[config.mk]
export PLATFORM = sky130hd
export DESIGN_NAME = dmem_arbiter
export DESIGN_NICKNAME = d
export VERILOG_FILES = /design/src/rtl/dmem_arb_pkg.sv /design/src/rtl/dmem_arb_prio.sv /design/src/rtl/dmem_arbiter.sv
export SDC_FILE = /design/constraint.sdc
export NUM_CORES = 1
export LEC_CHECK = 0
export CORE_AREA = 2 2 117 119
export CTS_BUF_LIST = sky130_fd_sc_hd__clkbuf_4
export DETAILED_ROUTE_END_ITERATION = 10
export DIE_AREA = 0 0 119 121
export GPL_ROUTABILITY_DRIVEN = 0
export GPL_TIMING_DRIVEN = 0
export HOLD_SLACK_MARGIN = 0.02
export PLACE_DENSITY = 0.63
export SLEW_MARGIN = 20
export SYNTH_ARGS = -nofsm -noshare
export SYNTH_HDL_FRONTEND = slang
export SYNTH_SLANG_ARGS = --single-unit
[constraint.sdc]
create_clock -name clk -period 4.5 [get_ports clk]
set_input_delay 0.45 -clock clk [delete_from_list [all_inputs] [get_ports clk]]
set_output_delay 0.45 -clock clk [all_outputs]
set_load 0.05 [all_outputs]
[src/rtl/dmem_arb_pkg.sv]
// Shared definitions for the data-RAM arbiter: FSM encoding, port ids and
// the byte-to-word address conversion used on the RAM side.
`ifndef DMEM_ARB_PKG_SV
`define DMEM_ARB_PKG_SV

// Drops the byte offset and zero-fills the top so the width is preserved.
`define DMEM_BYTE2WORD(a, w) {2'b00, a[(w)-1:2]}

package dmem_arb_pkg;
  typedef enum logic {
    IDLE   = 1'b0,
    LOCKED = 1'b1
  } arb_state_t;

  localparam logic PORT0 = 1'b0;
  localparam logic PORT1 = 1'b1;
endpackage

`endif

[src/rtl/dmem_arb_prio.sv]
// Combinational grant decision: port 0 wins by default, port 1 wins when
// port 0 is idle, when port 0 has starved it, or while it holds the lock.
module dmem_arb_prio
  import dmem_arb_pkg::*;
#(
  parameter int STARVE_LIMIT = 4,
  parameter int CNT_W        = 3
) (
  input  logic             m0_req,
  input  logic             m1_req,
  input  logic             locked,
  input  logic [CNT_W-1:0] starve_cnt,
  output logic             gnt0,
  output logic             gnt1
);

  logic starve_hit;
  assign starve_hit = (starve_cnt == CNT_W'(STARVE_LIMIT));

  always_comb begin
    gnt0 = 1'b0;
    gnt1 = 1'b0;
    if (locked) begin
      gnt1 = m1_req;
    end else if (m1_req && (!m0_req || starve_hit)) begin
      gnt1 = 1'b1;
    end else begin
      gnt0 = m0_req;
    end
  end

endmodule

[src/rtl/dmem_arbiter.sv]
// Two-master arbiter for the single-port data RAM: fixed priority to the
// core, starvation guard and lockable bursts for the loader port.
module dmem_arbiter
  import dmem_arb_pkg::*;
#(
  parameter int ADDR_WIDTH   = 32,
  parameter int DATA_WIDTH   = 32,
  parameter int STARVE_LIMIT = 4,
  parameter int LOCK_MAX     = 16
) (
  input  logic                  clk,
  input  logic                  rst,
  input  logic                  m0_req,
  input  logic                  m0_wen,
  input  logic [ADDR_WIDTH-1:0] m0_addr,
  input  logic [DATA_WIDTH-1:0] m0_din,
  output logic                  m0_gnt,
  output logic                  m0_rvalid,
  output logic [DATA_WIDTH-1:0] m0_dout,
  input  logic                  m1_req,
  input  logic                  m1_wen,
  input  logic [ADDR_WIDTH-1:0] m1_addr,
  input  logic [DATA_WIDTH-1:0] m1_din,
  input  logic                  m1_lock,
  output logic                  m1_gnt,
  output logic                  m1_rvalid,
  output logic [DATA_WIDTH-1:0] m1_dout,
  output logic                  ram_we,
  output logic [ADDR_WIDTH-1:0] ram_addr,
  output logic [DATA_WIDTH-1:0] ram_din,
  input  logic [DATA_WIDTH-1:0] ram_dout
);

  localparam int SC_W = $clog2(STARVE_LIMIT + 1);
  localparam int LC_W = $clog2(LOCK_MAX + 1);

  arb_state_t      state, state_nxt;
  logic [SC_W-1:0] starve_cnt;
  logic [LC_W-1:0] lock_cnt;
  logic            prio_gnt0, prio_gnt1;
  logic            gnt0, gnt1;
  logic            rd_pend_p1, rd_owner_p1;
  logic            m0_vld_p1, m1_vld_p1;
  logic            addr_lsb_unused;

  assign addr_lsb_unused = ^{m0_addr[1:0], m1_addr[1:0]};

  dmem_arb_prio #(
    .STARVE_LIMIT(STARVE_LIMIT),
    .CNT_W       (SC_W)
  ) u_prio (
    .m0_req    (m0_req),
    .m1_req    (m1_req),
    .locked    (state == LOCKED),
    .starve_cnt(starve_cnt),
    .gnt0      (prio_gnt0),
    .gnt1      (prio_gnt1)
  );

  always_ff @(posedge clk or posedge rst) begin
    if (rst) state <= IDLE;
    else     state <= state_nxt;
  end

  // A lock ends when port 1 lets go, stops asking, or has used its budget.
  always_comb begin
    state_nxt = state;
    unique case (state)
      IDLE:    if (gnt1 && m1_lock) state_nxt = LOCKED;
      LOCKED:  if (!m1_req || (gnt1 && (!m1_lock || lock_cnt == LC_W'(LOCK_MAX))))
                 state_nxt = IDLE;
      default: state_nxt = IDLE;
    endcase
  end

  always_comb begin
    gnt0     = prio_gnt0 & ~rst;
    gnt1     = prio_gnt1 & ~rst;
    ram_we   = gnt1 ? m1_wen : (gnt0 & m0_wen);
    ram_addr = gnt1 ? `DMEM_BYTE2WORD(m1_addr, ADDR_WIDTH)
                    : `DMEM_BYTE2WORD(m0_addr, ADDR_WIDTH);
    ram_din  = gnt1 ? m1_din : m0_din;
  end

  assign m0_gnt = gnt0;
  assign m1_gnt = gnt1;

  always_ff @(posedge clk or posedge rst) begin
    if (rst) begin
      starve_cnt <= '0;
    end else if (gnt1 || !m1_req) begin
      starve_cnt <= '0;
    end else if (gnt0 && starve_cnt != SC_W'(STARVE_LIMIT)) begin
      starve_cnt <= starve_cnt + SC_W'(1);
    end
  end

  always_ff @(posedge clk or posedge rst) begin
    if (rst) begin
      lock_cnt <= '0;
    end else if (state == IDLE) begin
      lock_cnt <= (state_nxt == LOCKED) ? LC_W'(1) : '0;
    end else if (state_nxt == IDLE) begin
      lock_cnt <= '0;
    end else if (gnt1) begin
      lock_cnt <= lock_cnt + LC_W'(1);
    end
  end

  // ---- p0 -> p1: grant edge; read data returns from the RAM one cycle later
  always_ff @(posedge clk or posedge rst) begin
    if (rst) begin
      rd_pend_p1  <= 1'b0;
      rd_owner_p1 <= PORT0;
      m0_vld_p1   <= 1'b0;
      m1_vld_p1   <= 1'b0;
    end else begin
      rd_pend_p1 <= (gnt0 & ~m0_wen) | (gnt1 & ~m1_wen);
      m0_vld_p1  <= gnt0 & ~m0_wen;
      m1_vld_p1  <= gnt1 & ~m1_wen;
      if (gnt0 || gnt1) rd_owner_p1 <= gnt1 ? PORT1 : PORT0;
    end
  end

  assign m0_rvalid = m0_vld_p1;
  assign m1_rvalid = m1_vld_p1;
  assign m0_dout   = (rd_pend_p1 && rd_owner_p1 == PORT0) ? ram_dout : '0;
  assign m1_dout   = (rd_pend_p1 && rd_owner_p1 == PORT1) ? ram_dout : '0;

endmodule

==> out/qor.csv <==
stage,metric,value,unit
timing,fin_skew,7.948,ps
drt,viasPerCell,4.126,
global_routing,grt_pass1_vias,3318,
clock_network,cts_inserted_buffers,3,
drt,drc_errors,0,
critical_path,r2r-start,starve_cnt[0],
timing,post-route-period-util,0.7911,
critical_path,crit_buf_inv,5,
timing,clock.fmax,280.9,MHz
place,io_buffers,293,
floorplan,core_region_area,13090,sq um
critical_path,cpPeakStageDelay,720,ps
global_routing,grt_overflow,0,
floorplan,fp.dieH,121,um
critical_path,critPathTopFamily,buffers and inverters,
yosys,synth_seq_area_share,0.1712,
clock_network,cts_tree,yes,
global_routing,grt_first_pass_wirelength,15.96,mm
global_routing,grt_max_degree,15,
timing,rsz0062_at_grt,false,
global_routing,grtUsageTotal,0.1357,
timing,hold_viol_final,0,
power_and_ir_drop,p_leak,2.305,nW
clock_network,cts.sinks,13,
critical_path,startpoint_type,flop,
yosys,ys_types,32,
place,dp_hpwl,9.392,mm
finish,num-fill-cells,1383,
critical_path,rr_endpoint,lock_cnt[0],
yosys,synthArstFlopShare,1.000,
timing,report.final.slew_viol_count,0,
clock_network,path_clk_slew,90,ps
drt,initialDrtViolationCount,86,
critical_path,ff2ff_path_depth,8,
critical_path,required,4050,ps
finish,syn2layout_area_growth,167.7,%
min_path,min_to,starve_cnt[1],
drt,drtAntennaViolNets,0,
timing,setup_viol,0,
clock_network,cts_setup_buffers,0,
finish,drive_above_1_share,0.01695,
floorplan,rows,42,
power_and_ir_drop,irDropWorstVdd,0.06323,mV
min_path,worstHoldStart,starve_cnt[1],
clock_network,cts.htree.levels,1,
timing,setup-tns-final,0,ps
drt,wl,10.77,mm
yosys,syn_area,1901,sq um
min_path,hold_depth,2,
power_and_ir_drop,clkPwrFrac,0.094,
floorplan,die_area,14400,sq um
power_and_ir_drop,power_frac_seq,0.147,
power_and_ir_drop,power_switching,424.2,uW
floorplan,fp.dieW,119,um
status,status,"finished, final reports clean",
critical_path,r2r_setup_slack,2380,ps
critical_path,end_kind,output pin,
yosys,ys_seq_elements,13,
min_path,hold_path.class,flop to flop,
critical_path,crit_path_top_delay_cell,clkdlybuf4s50_1,
job,max-cap-violations,0,
clock_network,cts_resized,0,
critical_path,crit_type,flop to output pin,
yosys,synth_edf_count,0,
drt,avgRoutedWirePerCell,13.06,um
power_and_ir_drop,comb_power_share,0.759,
finish,diodes,0,
critical_path,arrival,3110,ps
power_and_ir_drop,p_sw_frac,0.4934,
yosys,synth_cells,351,
timing,period_minus_slack,3560,ps
finish,layout.nets,821,
critical_path,path_max_fanout,10,
clock_network,clock_latency,280,ps
yosys,synth_flop_cell,dfrtp_1,
critical_path,crit_chain,"inv_1, ha_1, and2_1, o21ai_2, inv_2, buf_2, buf_2, nand2_1, nand2_1, clkdlybuf4s50_1",
timing,tightest_slew,555.9,ps
floorplan,initial_core_util,0.1452,
yosys,syn_area_per_cell,5.415,sq um
clock_network,root_buffer,clkbuf_4,
power_and_ir_drop,p_int,435.6,uW
yosys,yosys_warnings,0,
finish,final_area,5087,sq um
clock_network,cts_buffer_depth,2,
clock_network,hold_buffers,0,
floorplan,io_pins,300,
drt,first_pass_iters,6,
timing,whs,563.4,ps
place,post_dp_cell_area,5057,sq um
power_and_ir_drop,p_per_area,169.0,nW/um^2
global_routing,antenna_found_initial,0,
drt,num_vias,3404,
timing,slew_headroom,0.6293,
-- placed cells by master, fill, tap and decap left out, types with 3 or more instances in the layout --
master and instances:
and3_1 32, nand3_1 6, inv_1 6, ha_1 4, clkdlybuf4s50_1 293, and2_1 33, clkbuf_4 4, nor2b_1 3
dfrtp_1 13, buf_2 3, nand2_1 194, a31oi_1 4, nor2_1 6, clkbuf_1 20
-- synth_stat cells (3+ instances only) --
cell type,count,area [sq um]
nand2_1,194,728.2
and2_1,33,206.5
and3_1,32,200.2
clkbuf_1,20,75.07
dfrtp_1,13,325.3
inv_1,6,22.52
nand3_1,6,30.03
nor2_1,6,22.52
a31oi_1,4,25.02
ha_1,4,50.05
buf_2,3,15.01
nor2b_1,3,18.77
-- final cells by class --
cell class | instances | area (sq um) | share of cell area
multi-input cells | 307 | 1448 | 0.2846
inverters | 7 | 26.28 | 0.005165
plain buffers | 25 | 105.1 | 0.02066
clock buffers | 4 | 30.03 | 0.005903
repair buffers | 293 | 2933 | 0.5765
well taps | 176 | 220.2 | 0.04329
flip-flops and latches | 13 | 325.3 | 0.06394
-- power by group through the flow --
stage	Clock [mW]	Sequential, mW	Combinational (mW)
2_1_floorplan	0	0.129	0.346
3_3_place_gp	0	0.128	0.652
3_5_place_dp	0	0.129	0.655
4_1_cts	0.0836	0.126	0.658
5_1_grt	0.0852	0.128	0.686
6_report	0.0810	0.126	0.653
-- state kept, by name, indices dropped and copies added, names as in the netlist --
name and flops:
rd_pend_p1 1, m1_rvalid 1, m0_rvalid 1, state 1
rd_owner_p1 1, lock_cnt 5, starve_cnt 3
-- metrics by stage --
stage | power [mW] | cells | utilization | worst slack, ps
detailed placement | 0.7837 | 821 | 0.3865 | 875.1
CTS | 0.8676 | 825 | 0.3888 | 799.4
floorplan | 0.4754 | 352 | - | 1949
finish | 0.8598 | 825 | 0.3888 | 940.1
global route | 0.8993 | 825 | 0.3888 | 680.5
global placement | 0.7798 | 821 | 0.3865 | 912.0
-- tightest hold or removal path, stage by stage (launching register included) --
cell      delay, ps
dfrtp_1         400
nand2_1          60
a21boi_0         70
-- cell families after synthesis --
family | share of synthesized area
fa+ha+maj | 0.02633
compound gates | 0.06386
simple gates | 0.6675
other cells | 0.001973
flops | 0.1712
buf+inv | 0.06912
-- routing by layer --
metal | vias up | share of wire | GRT usage | wire (um)
met5 | - | 0 | 0 | 0
met4 | 0 | 0.011 | 0.02530 | 116
met3 | 9 | 0.090 | 0.03102 | 973
met2 | 203 | 0.55 | 0.2892 | 5916
met1 | 1496 | 0.35 | 0.1301 | 3767
li1 | 1696 | - | - | -
-- worst max path at each step --
stage / cells after the start / slack (ps) / to / startpoint
floorplan: 8 / 1950 / ram_din[22] / starve_cnt[0]
global placement: 9 / 910 / ram_din[16] / m1_req
detailed placement: 9 / 880 / ram_din[12] / m1_req
CTS: 10 / 800 / ram_din[12] / starve_cnt[0]
global route: 10 / 680 / ram_din[12] / starve_cnt[0]
finish: 10 / 940 / ram_din[12] / starve_cnt[0]
No activity file was read; power rests on OpenSTA's default activity.
